==> src/rtl/ex_mem_stage.sv <==
// Execute stage with EX/MEM register: forwarding, ALU, 32-step shift-add multiply.
// Ports: ID/EX controls+operands in, MEM/WB forward path in, EX/MEM bundle + stall_o out.
module ex_mem_stage #(
  parameter int DATA_W = 32,
  parameter int REG_AW = 5
) (
  input  logic              clk_i,
  input  logic              rst_i,
  input  logic [1:0]        WB_i,
  input  logic [1:0]        M_i,
  input  logic              RegDst_i,
  input  logic [1:0]        ALUOp_i,
  input  logic              ALUSrc_i,
  input  logic [DATA_W-1:0] data1_i,
  input  logic [DATA_W-1:0] data2_i,
  input  logic [DATA_W-1:0] sign_extend_i,
  input  logic [REG_AW-1:0] rs_i,
  input  logic [REG_AW-1:0] rt_i,
  input  logic [REG_AW-1:0] rd_i,
  input  logic              memwb_RegWrite_i,
  input  logic [REG_AW-1:0] memwb_rd_i,
  input  logic [DATA_W-1:0] memwb_data_i,
  output logic [1:0]        WB_o,
  output logic [1:0]        M_o,
  output logic [DATA_W-1:0] ALUResult_o,
  output logic [DATA_W-1:0] writeData_o,
  output logic [REG_AW-1:0] rd_o,
  output logic              stall_o
);

  localparam int CW = $clog2(DATA_W);

  typedef enum logic [1:0] {
    IDLE,
    BUSY,
    DONE
  } state_t;

  state_t            state_q;
  logic [CW-1:0]     cnt_q;
  logic [DATA_W-1:0] prod_q, prod_d;
  logic [DATA_W-1:0] mcand_q;
  logic [DATA_W-1:0] mplier_q;
  logic [1:0]        mwb_q, mm_q;
  logic [DATA_W-1:0] mwd_q;
  logic [REG_AW-1:0] mrd_q;

  logic [1:0]        wb_q, m_q;
  logic [DATA_W-1:0] res_q, wd_q;
  logic [REG_AW-1:0] rd_q;

  logic [DATA_W-1:0] fwd_a, fwd_b, op_b, alu_res;
  logic [REG_AW-1:0] dest;
  logic [5:0]        funct;
  logic              is_mul;

  assign funct  = sign_extend_i[5:0];
  assign is_mul = (ALUOp_i == 2'b10) && (funct == 6'h18);
  assign dest   = RegDst_i ? rd_i : rt_i;

  // EX/MEM is younger than MEM/WB, so it takes priority; r0 never forwards.
  always_comb begin
    fwd_a = data1_i;
    if (wb_q[1] && rd_q != '0 && rd_q == rs_i)
      fwd_a = res_q;
    else if (memwb_RegWrite_i && memwb_rd_i != '0 && memwb_rd_i == rs_i)
      fwd_a = memwb_data_i;
  end

  always_comb begin
    fwd_b = data2_i;
    if (wb_q[1] && rd_q != '0 && rd_q == rt_i)
      fwd_b = res_q;
    else if (memwb_RegWrite_i && memwb_rd_i != '0 && memwb_rd_i == rt_i)
      fwd_b = memwb_data_i;
  end

  assign op_b = ALUSrc_i ? sign_extend_i : fwd_b;

  // mul yields 0 here; its result comes from the iterative path.
  always_comb begin
    alu_res = '0;
    unique case (ALUOp_i)
      2'b01: alu_res = fwd_a - op_b;
      2'b10: begin
        case (funct)
          6'h20:   alu_res = fwd_a + op_b;
          6'h22:   alu_res = fwd_a - op_b;
          6'h24:   alu_res = fwd_a & op_b;
          6'h25:   alu_res = fwd_a | op_b;
          6'h2A:   alu_res = {{(DATA_W-1){1'b0}},
                              $signed(fwd_a) < $signed(op_b)};
          default: alu_res = '0;
        endcase
      end
      default: alu_res = fwd_a + op_b;
    endcase
  end

  assign prod_d = mplier_q[0] ? prod_q + mcand_q : prod_q;

  // Gated by reset so a held mul decode cannot stall while in reset.
  assign stall_o = !rst_i &&
                   ((state_q == IDLE && is_mul) || state_q == BUSY);

  always_ff @(posedge clk_i or posedge rst_i) begin
    if (rst_i) begin
      state_q  <= IDLE;
      cnt_q    <= '0;
      prod_q   <= '0;
      mcand_q  <= '0;
      mplier_q <= '0;
      mwb_q    <= '0;
      mm_q     <= '0;
      mwd_q    <= '0;
      mrd_q    <= '0;
      wb_q     <= '0;
      m_q      <= '0;
      res_q    <= '0;
      wd_q     <= '0;
      rd_q     <= '0;
    end else begin
      unique case (state_q)
        IDLE: begin
          if (is_mul) begin
            mcand_q  <= fwd_a;
            mplier_q <= op_b;
            prod_q   <= '0;
            mwb_q    <= WB_i;
            mm_q     <= M_i;
            mwd_q    <= fwd_b;
            mrd_q    <= dest;
            cnt_q    <= '0;
            wb_q     <= '0;
            m_q      <= '0;
            state_q  <= BUSY;
          end else begin
            wb_q  <= WB_i;
            m_q   <= M_i;
            res_q <= alu_res;
            wd_q  <= fwd_b;
            rd_q  <= dest;
          end
        end
        BUSY: begin
          prod_q   <= prod_d;
          mcand_q  <= mcand_q << 1;
          mplier_q <= mplier_q >> 1;
          cnt_q    <= cnt_q + 1'b1;
          wb_q     <= '0;
          m_q      <= '0;
          if (cnt_q == CW'(DATA_W - 1))
            state_q <= DONE;
        end
        DONE: begin
          wb_q    <= mwb_q;
          m_q     <= mm_q;
          res_q   <= prod_q;
          wd_q    <= mwd_q;
          rd_q    <= mrd_q;
          state_q <= IDLE;
        end
        default: state_q <= IDLE;
      endcase
    end
  end

  assign WB_o        = wb_q;
  assign M_o         = m_q;
  assign ALUResult_o = res_q;
  assign writeData_o = wd_q;
  assign rd_o        = rd_q;

endmodule

==> config.mk <==
export PLATFORM = sky130hd
export DESIGN_NAME = ex_mem_stage
export DESIGN_NICKNAME = d
export VERILOG_FILES = /design/src/rtl/ex_mem_stage.sv
export SDC_FILE = /design/constraint.sdc
export NUM_CORES = 1
export LEC_CHECK = 0
export ABC_AREA = 1
export BUFFER_PORTS_ARGS = -buffer_cell sky130_fd_sc_hd__buf_2
export CAP_MARGIN = 20
export CORE_MARGIN = 1.5
export CORE_UTILIZATION = 42
export CTS_BUF_LIST = sky130_fd_sc_hd__clkbuf_4
export CTS_CLUSTER_DIAMETER = 100
export CTS_CLUSTER_SIZE = 24
export DETAILED_ROUTE_END_ITERATION = 7
export GPL_ROUTABILITY_DRIVEN = 1
export PLACE_DENSITY_LB_ADDON = 0.05
export SLEW_MARGIN = 20
export SYNTH_ARGS = -nofsm -noshare
export SYNTH_HDL_FRONTEND = slang
export SYNTH_SLANG_ARGS = --single-unit
==> constraint.sdc <==
create_clock -name clk_i -period 7 [get_ports clk_i]
set_input_delay 1.4 -clock clk_i [delete_from_list [all_inputs] [get_ports clk_i]]
set_output_delay 1.4 -clock clk_i [all_outputs]
set_load 0.02 [all_outputs]
# Word level (Yosys, flattened, before mapping)
# Index checks and enable logic that the tools add are counted.
# word_totals
register_bits,217
inputBits,159
# classes
addsub,4
order_cmp,1
n_eq_ne,19
muxes,30
bitwise_logic,2
n_reduce_logical,22
# op_table
cell,n
$pmux 32 s2,6
$mux 32,11
$pmux 32 s5,1
$add 32x32->32,2
$and 32x32->32,1
$lt 32x32->1,1
$or 32x32->32,1
$sub 32x32->32,1
$eq 6x6->1 const B,5
$eq 5x5->1,4
$pmux 5 s2,2
$mux 5,3
$pmux 2 s3,2
$reduce_bool 5->1,2
$logic_and 1x1->1,9
$mux 2,4
$reduce_and 2->1,4
$eq 6x5->1 const B,1
$ne 2x2->1 const B,3
$add 5x1->5 const B,1
$eq 5x5->1 const B,1
$eq 2x1->1 const B,2
$eq 2x2->1 const B,2
$pmux 2 s2,1
other kinds (7),8

# Depth between registers and ports, before layout
# depth
depth_word,11
ltp_mapped,33

# Worst setup path after synthesis
# OpenSTA, ideal clock, no wires.
# synth_path
path_kind,input port to output port
startpoint,in ALUOp_i[0]
endpoint,out stall_o
arrival_ns,3.186
required_time_ns,5.600
setup_slack_ns,2.414
cell_stages,10
path_buffers,2
path_cell_list,inv_1 > ha_1 > nand3_1 > nor3_1 > inv_1 > nor2_1 > inv_1 > clkbuf_1 > clkbuf_1 > a21oi_1
# synth_via
elab_chain_cells,5
# synth_rtl
element,line_no,rtl
from (decl),12,"input logic [1:0] ALUOp_i,"
$eq 2x2->1,58,assign is_mul = (ALUOp_i == 2'b10) && (funct == 6'h18);
$logic_and 1x1->1,58,
$logic_and 1x1->1,104,((state_q == IDLE && is_mul) || state_q == BUSY);
$logic_or 1x1->1,104,
$logic_and 1x1->1,103,assign stall_o = !rst_i &&
to (decl),28,output logic stall_o
# No other way between the ends.

# Final worst setup path
# layout_path
startpoint,in rt_i[1]
endpoint,"reg res_q[22], in the netlist ALUResult_o[22]"
# layout_via
elab_chain_cells,10
# layout_rtl
element,line_no,rtl
from (decl),18,"input logic [REG_AW-1:0] rt_i,"
$eq 5x5->1,74,else if (memwb_RegWrite_i && memwb_rd_i != '0 && memwb_rd_i == rt_i)
$logic_and 1x1->1,74,
$mux 32,74,
$mux 32 (*),72,if (wb_q[1] && rd_q != '0 && rd_q == rt_i)
$mux 32 (*),78,assign op_b = ALUSrc_i ? sign_extend_i : fwd_b;
"$sub 32x32->32, or another cell as far along","84, 88",
$pmux 32 s5,86,case (funct)
$pmux 32 s2 (*),83,unique case (ALUOp_i)
$mux 32 (*),125,if (is_mul) begin
$pmux 32 s2 (*),123,unique case (state_q)
to (signal assigned),140,res_q <= alu_res;
to (signal assigned),158,res_q <= prod_q;
to (decl),49,"logic [DATA_W-1:0] res_q, wd_q;"
# Every way passes the cells marked *; elsewhere a longest branch is shown, timed or not. The select of a mux whose other input is x is not followed.
# A chain may end at the register's enable or synchronous reset.

==> results.py <==
metrics = {
    "sta": {
        "achievable-frequency_ghz": 0.178,
        "slew-limit-headroom": 0.225,
        "timing.final.crit_share": 0.803,
        "finalClockSkew_ps": 93.5,
        "timing.final.setup_violations": 0,
        "final_period_minus_worst_setup_slack_ps": 5620,
        "setup_tns_ps": 0,
        "timing.final.hold_violations": 0,
        "unrepaired_setup_endpoints_after_global_routing": "false",
        "worst-slew-pin-transition_ps": 1160,
        "final-max-slew-violation-count": 0,
    },
    "global_routing": {
        "sum_of_overflow_across_all_layers_after_global_routing": 0,
        "first_global_vias": 20000,
        "grt_first_pass_wirelength_um": 123000,
        "antenna_violations_before_repair": 3,
        "groute.usage.overall": 0.342,
        "grt_start_max_net_pins": 111,
    },
    "synthesis": {
        "synth_async_sr_flop_share": 1.00,
        "mappedNetlistArea_um2": 19200,
        "synth_top_area_cell": "dfrtp_1",
        "netlist_instances": 2962,
        "synth_fp_nets": 3241,
        "flops_latches_synth": 217,
        "yosys_warnings": 0,
        "synth_largest_type_area_fraction": 0.282,
        "synth-seq-area-share": 0.282,
        "synth_ff_type": "dfrtp_1",
        "post_synth_main_area_contributors": "dfrtp_1 28%, nand2_1 15%, ha_1 7.6%",
        "syn-mean-instance-area_um2": 6.49,
        "synth_edf_count": 0,
        "netlist-cell-type-count": 61,
    },
    "status": {
        "outcome": "finished clean",
    },
    "finish": {
        "multiInputGateArea_um2": 11800,
        "final_nets": 3401,
        "seq_area_um2": 5430,
        "drive_above_1_share": 0.142,
        "fillers": 4819,
        "area.growth.synth_to_final_pct": 10.5,
        "layoutNonFillerInstCount": 3735,
        "postLayoutCellArea_um2": 21200,
    },
    "min_path": {
        "hold_path.class": "flip-flop to flip-flop",
    },
    "route": {
        "vias_per_cell": 5.68,
        "drt_wl_total_um": 81600,
        "detail_route.iter0.violations": 2447,
        "detailroute.via_count": 21200,
        "detail-route-antenna-nets": 0,
        "wl_per_cell_um": 21.9,
        "remaining_drc_errors": 0,
        "drt_pre_antenna_iters": 6,
    },
    "critical_path": {
        "cp_common_cell": "nand2_1",
        "path_class": "primary input to flip-flop",
        "start_kind": "primary input",
        "cp.required_ps": 7760,
        "worst-path-max-fanout": 16,
        "timing.critical_path.slowest_cell_delay_ps": 610,
        "cp_data_arrival_time_ps": 6380,
        "worst_setup_end_kind": "flip-flop",
        "timing.critical_path.slowest_stage_cell": "inv_1",
    },
    "placement": {
        "dpl.hpwl_um": 63800,
        "io_buffers": 232,
        "gpl.final_weighted_congestion": 1.01,
        "post_dp_cell_area_um2": 20900,
        "dp.cells": 3704,
    },
    "cts": {
        "hold_buffers": 0,
        "worst_setup_hold_path_clk_slew_ps": 220,
        "clkLatencyLatePin_ps": 850,
        "ctsResizeCount": 0,
        "cts_tree": "done",
        "cts_buffer_count": 16,
        "ctsRootBufferMaster": "clkbuf_4",
        "cts_buffer_depth": 3,
        "clock_tree.htree_level_count": 1,
        "cts_num_sinks": 217,
        "post-cts-setup-buffer-count": 0,
    },
    "floorplan": {
        "num_io_pins": 233,
        "die-area_um2": 47100,
        "standard_cell_row_count": 78,
        "initial_utilization": 0.425,
        "floorplan.die.height_um": 217,
        "chipWidth_um": 217,
        "floorplan.core_area_um2": 45300,
    },
    "job": {
        "drv.max_cap_violation_count": 0,
    },
    "power_and_ir_drop": {
        "p_leak_nw": 11.1,
        "power.density_cell_area_nw_per_um2": 363,
        "irDropWorstVdd_uv": 351,
    },
}
==> cells in the mapped netlist, types with 8 or more instances <==
cell	instances
a21oi_1	280
xnor2_1	8
inv_2	10
nor2_1	215
nand4_1	33
nand2_1	781
nand2_2	35
ha_1	117
nor3_1	15
nand3_1	210
inv_1	380
or2_2	20
o21ai_0	260
a31oi_1	9
nand3_4	8
clkbuf_1	97
xor2_1	19
o22ai_1	35
buf_1	10
o21a_1	19
dfrtp_1	217
nand2_4	17
o21ai_1	17
o211ai_1	32
o21bai_1	8
nand3_2	20
==> sequential cells by signal (all words and copies together), names as in the netlist <==
register and flops:
ALUResult_o 32, M_o 2, WB_o 2, cnt_q 5
mcand_q 32, mm_q 2, mplier_q 32, mrd_q 5
mwb_q 2, mwd_q 32, prod_q 32, rd_o 5
state_q 2, writeData_o 32
==> kinds of logic (layout without fill, tap and decap cells) <==
logic type,after synthesis,count (layout),share of synthesized area
adders and majority gates,120,120,0.0793
other,0,4,0
muxes,3,3,0.00156
and+or+nand+nor,1382,1382,0.320
xor gates and xnor gates,27,27,0.0123
buffers and inverters,518,687,0.105
AOI/OAI and AO/OA,695,695,0.199
DFF,217,217,0.282
==> worst max-delay path: cells and delay by family <==
| family | cells | cell delay (ps) |
|---|---|---|
| AO/OA/AOI/OAI | 2 | 600 |
| adder cells (fa/ha/maj) | 2 | 760 |
| buffers and inverters | 4 | 880 |
| AND/OR/NAND/NOR | 20 | 2740 |
==> report_power, final <==
part | internal, W | switching [W] | total [W] | leakage (nW)
sequential | 0.00174 | 0.000439 | 0.00218 | 2.72
combinational | 0.00144 | 0.00334 | 0.00479 | 8.27
clock | 0.000193 | 0.000547 | 0.000741 | 0.146
total | 0.00338 | 0.00433 | 0.00771 | 11.1
==> routing by layer <==
| metal | part of all wire | global-route usage | vias up |
|---|---|---|---|
| met3 | 0.084 | 0.0499 | 98 |
| met2 | 0.43 | 0.518 | 890 |
| met5 | 0.00033 | 0 | - |
| met1 | 0.47 | 0.507 | 10200 |
| li1 | - | - | 9977 |
| met4 | 0.023 | 0.0840 | 4 |
==> final timing paths <==
check | depth (start not counted) | slack [ps] | to | start
setup / recovery | 28 | 1380 | ALUResult_o[22]$_DFFE_PP0P_ | rt_i[1]
hold / removal | 2 | 500 | mwb_q[1]$_DFFE_PP0P_ | mwb_q[1]$_DFFE_PP0P_
setup reg to reg | 23 | 2260 | ALUResult_o[22]$_DFFE_PP0P_ | rd_o[2]$_DFFE_PP0P_
hold reg to reg | 2 | 500 | mwb_q[1]$_DFFE_PP0P_ | mwb_q[1]$_DFFE_PP0P_
max in group asynchronous | 3 | 4750 | mcand_q[27]$_DFFE_PP0P_ | rst_i
min in group asynchronous | 2 | 680 | mwd_q[5]$_DFFE_PP0P_ | rst_i
==> through the flow <==
step	hold slack (ps)	total power, W	utilization	worst slack [ps]
3_3_place_gp	458	0.00685	0.463	878
2_1_floorplan	442	0.00523	-	2410
5_1_grt	531	0.00831	0.469	844
4_1_cts	505	0.00765	0.469	1530
3_5_place_dp	458	0.00690	0.463	715
6_report	498	0.00771	0.469	1380
==> final cells by class <==
type / count / area share
flip-flops and latches: 217 / 0.256
inverters: 394 / 0.0701
repair buffers: 266 / 0.0685
diodes: 4 / 0.000471
multi-input cells: 2227 / 0.557
clock inverters: 9 / 0.00701
well taps: 600 / 0.0353
clock buffers: 18 / 0.00636
==> cells in the final DEF (no fill, tap or decap), drive strengths merged, types with 6 or more instances in the layout <==
master and instances:
nand2 833, inv 394, a21oi 286, o21ai 281, buf 266, nand3 238, nor2 226, dfrtp 217
ha 117, o22ai 35, o211ai 35, nand4 33, or2 23, xor2 19, o21a 19, clkbuf 18
nor3 16, a31oi 9, xnor2 8, o21bai 8, a21boi 8, clkinv 6
Note: power is estimated with default switching activity, not from simulation.
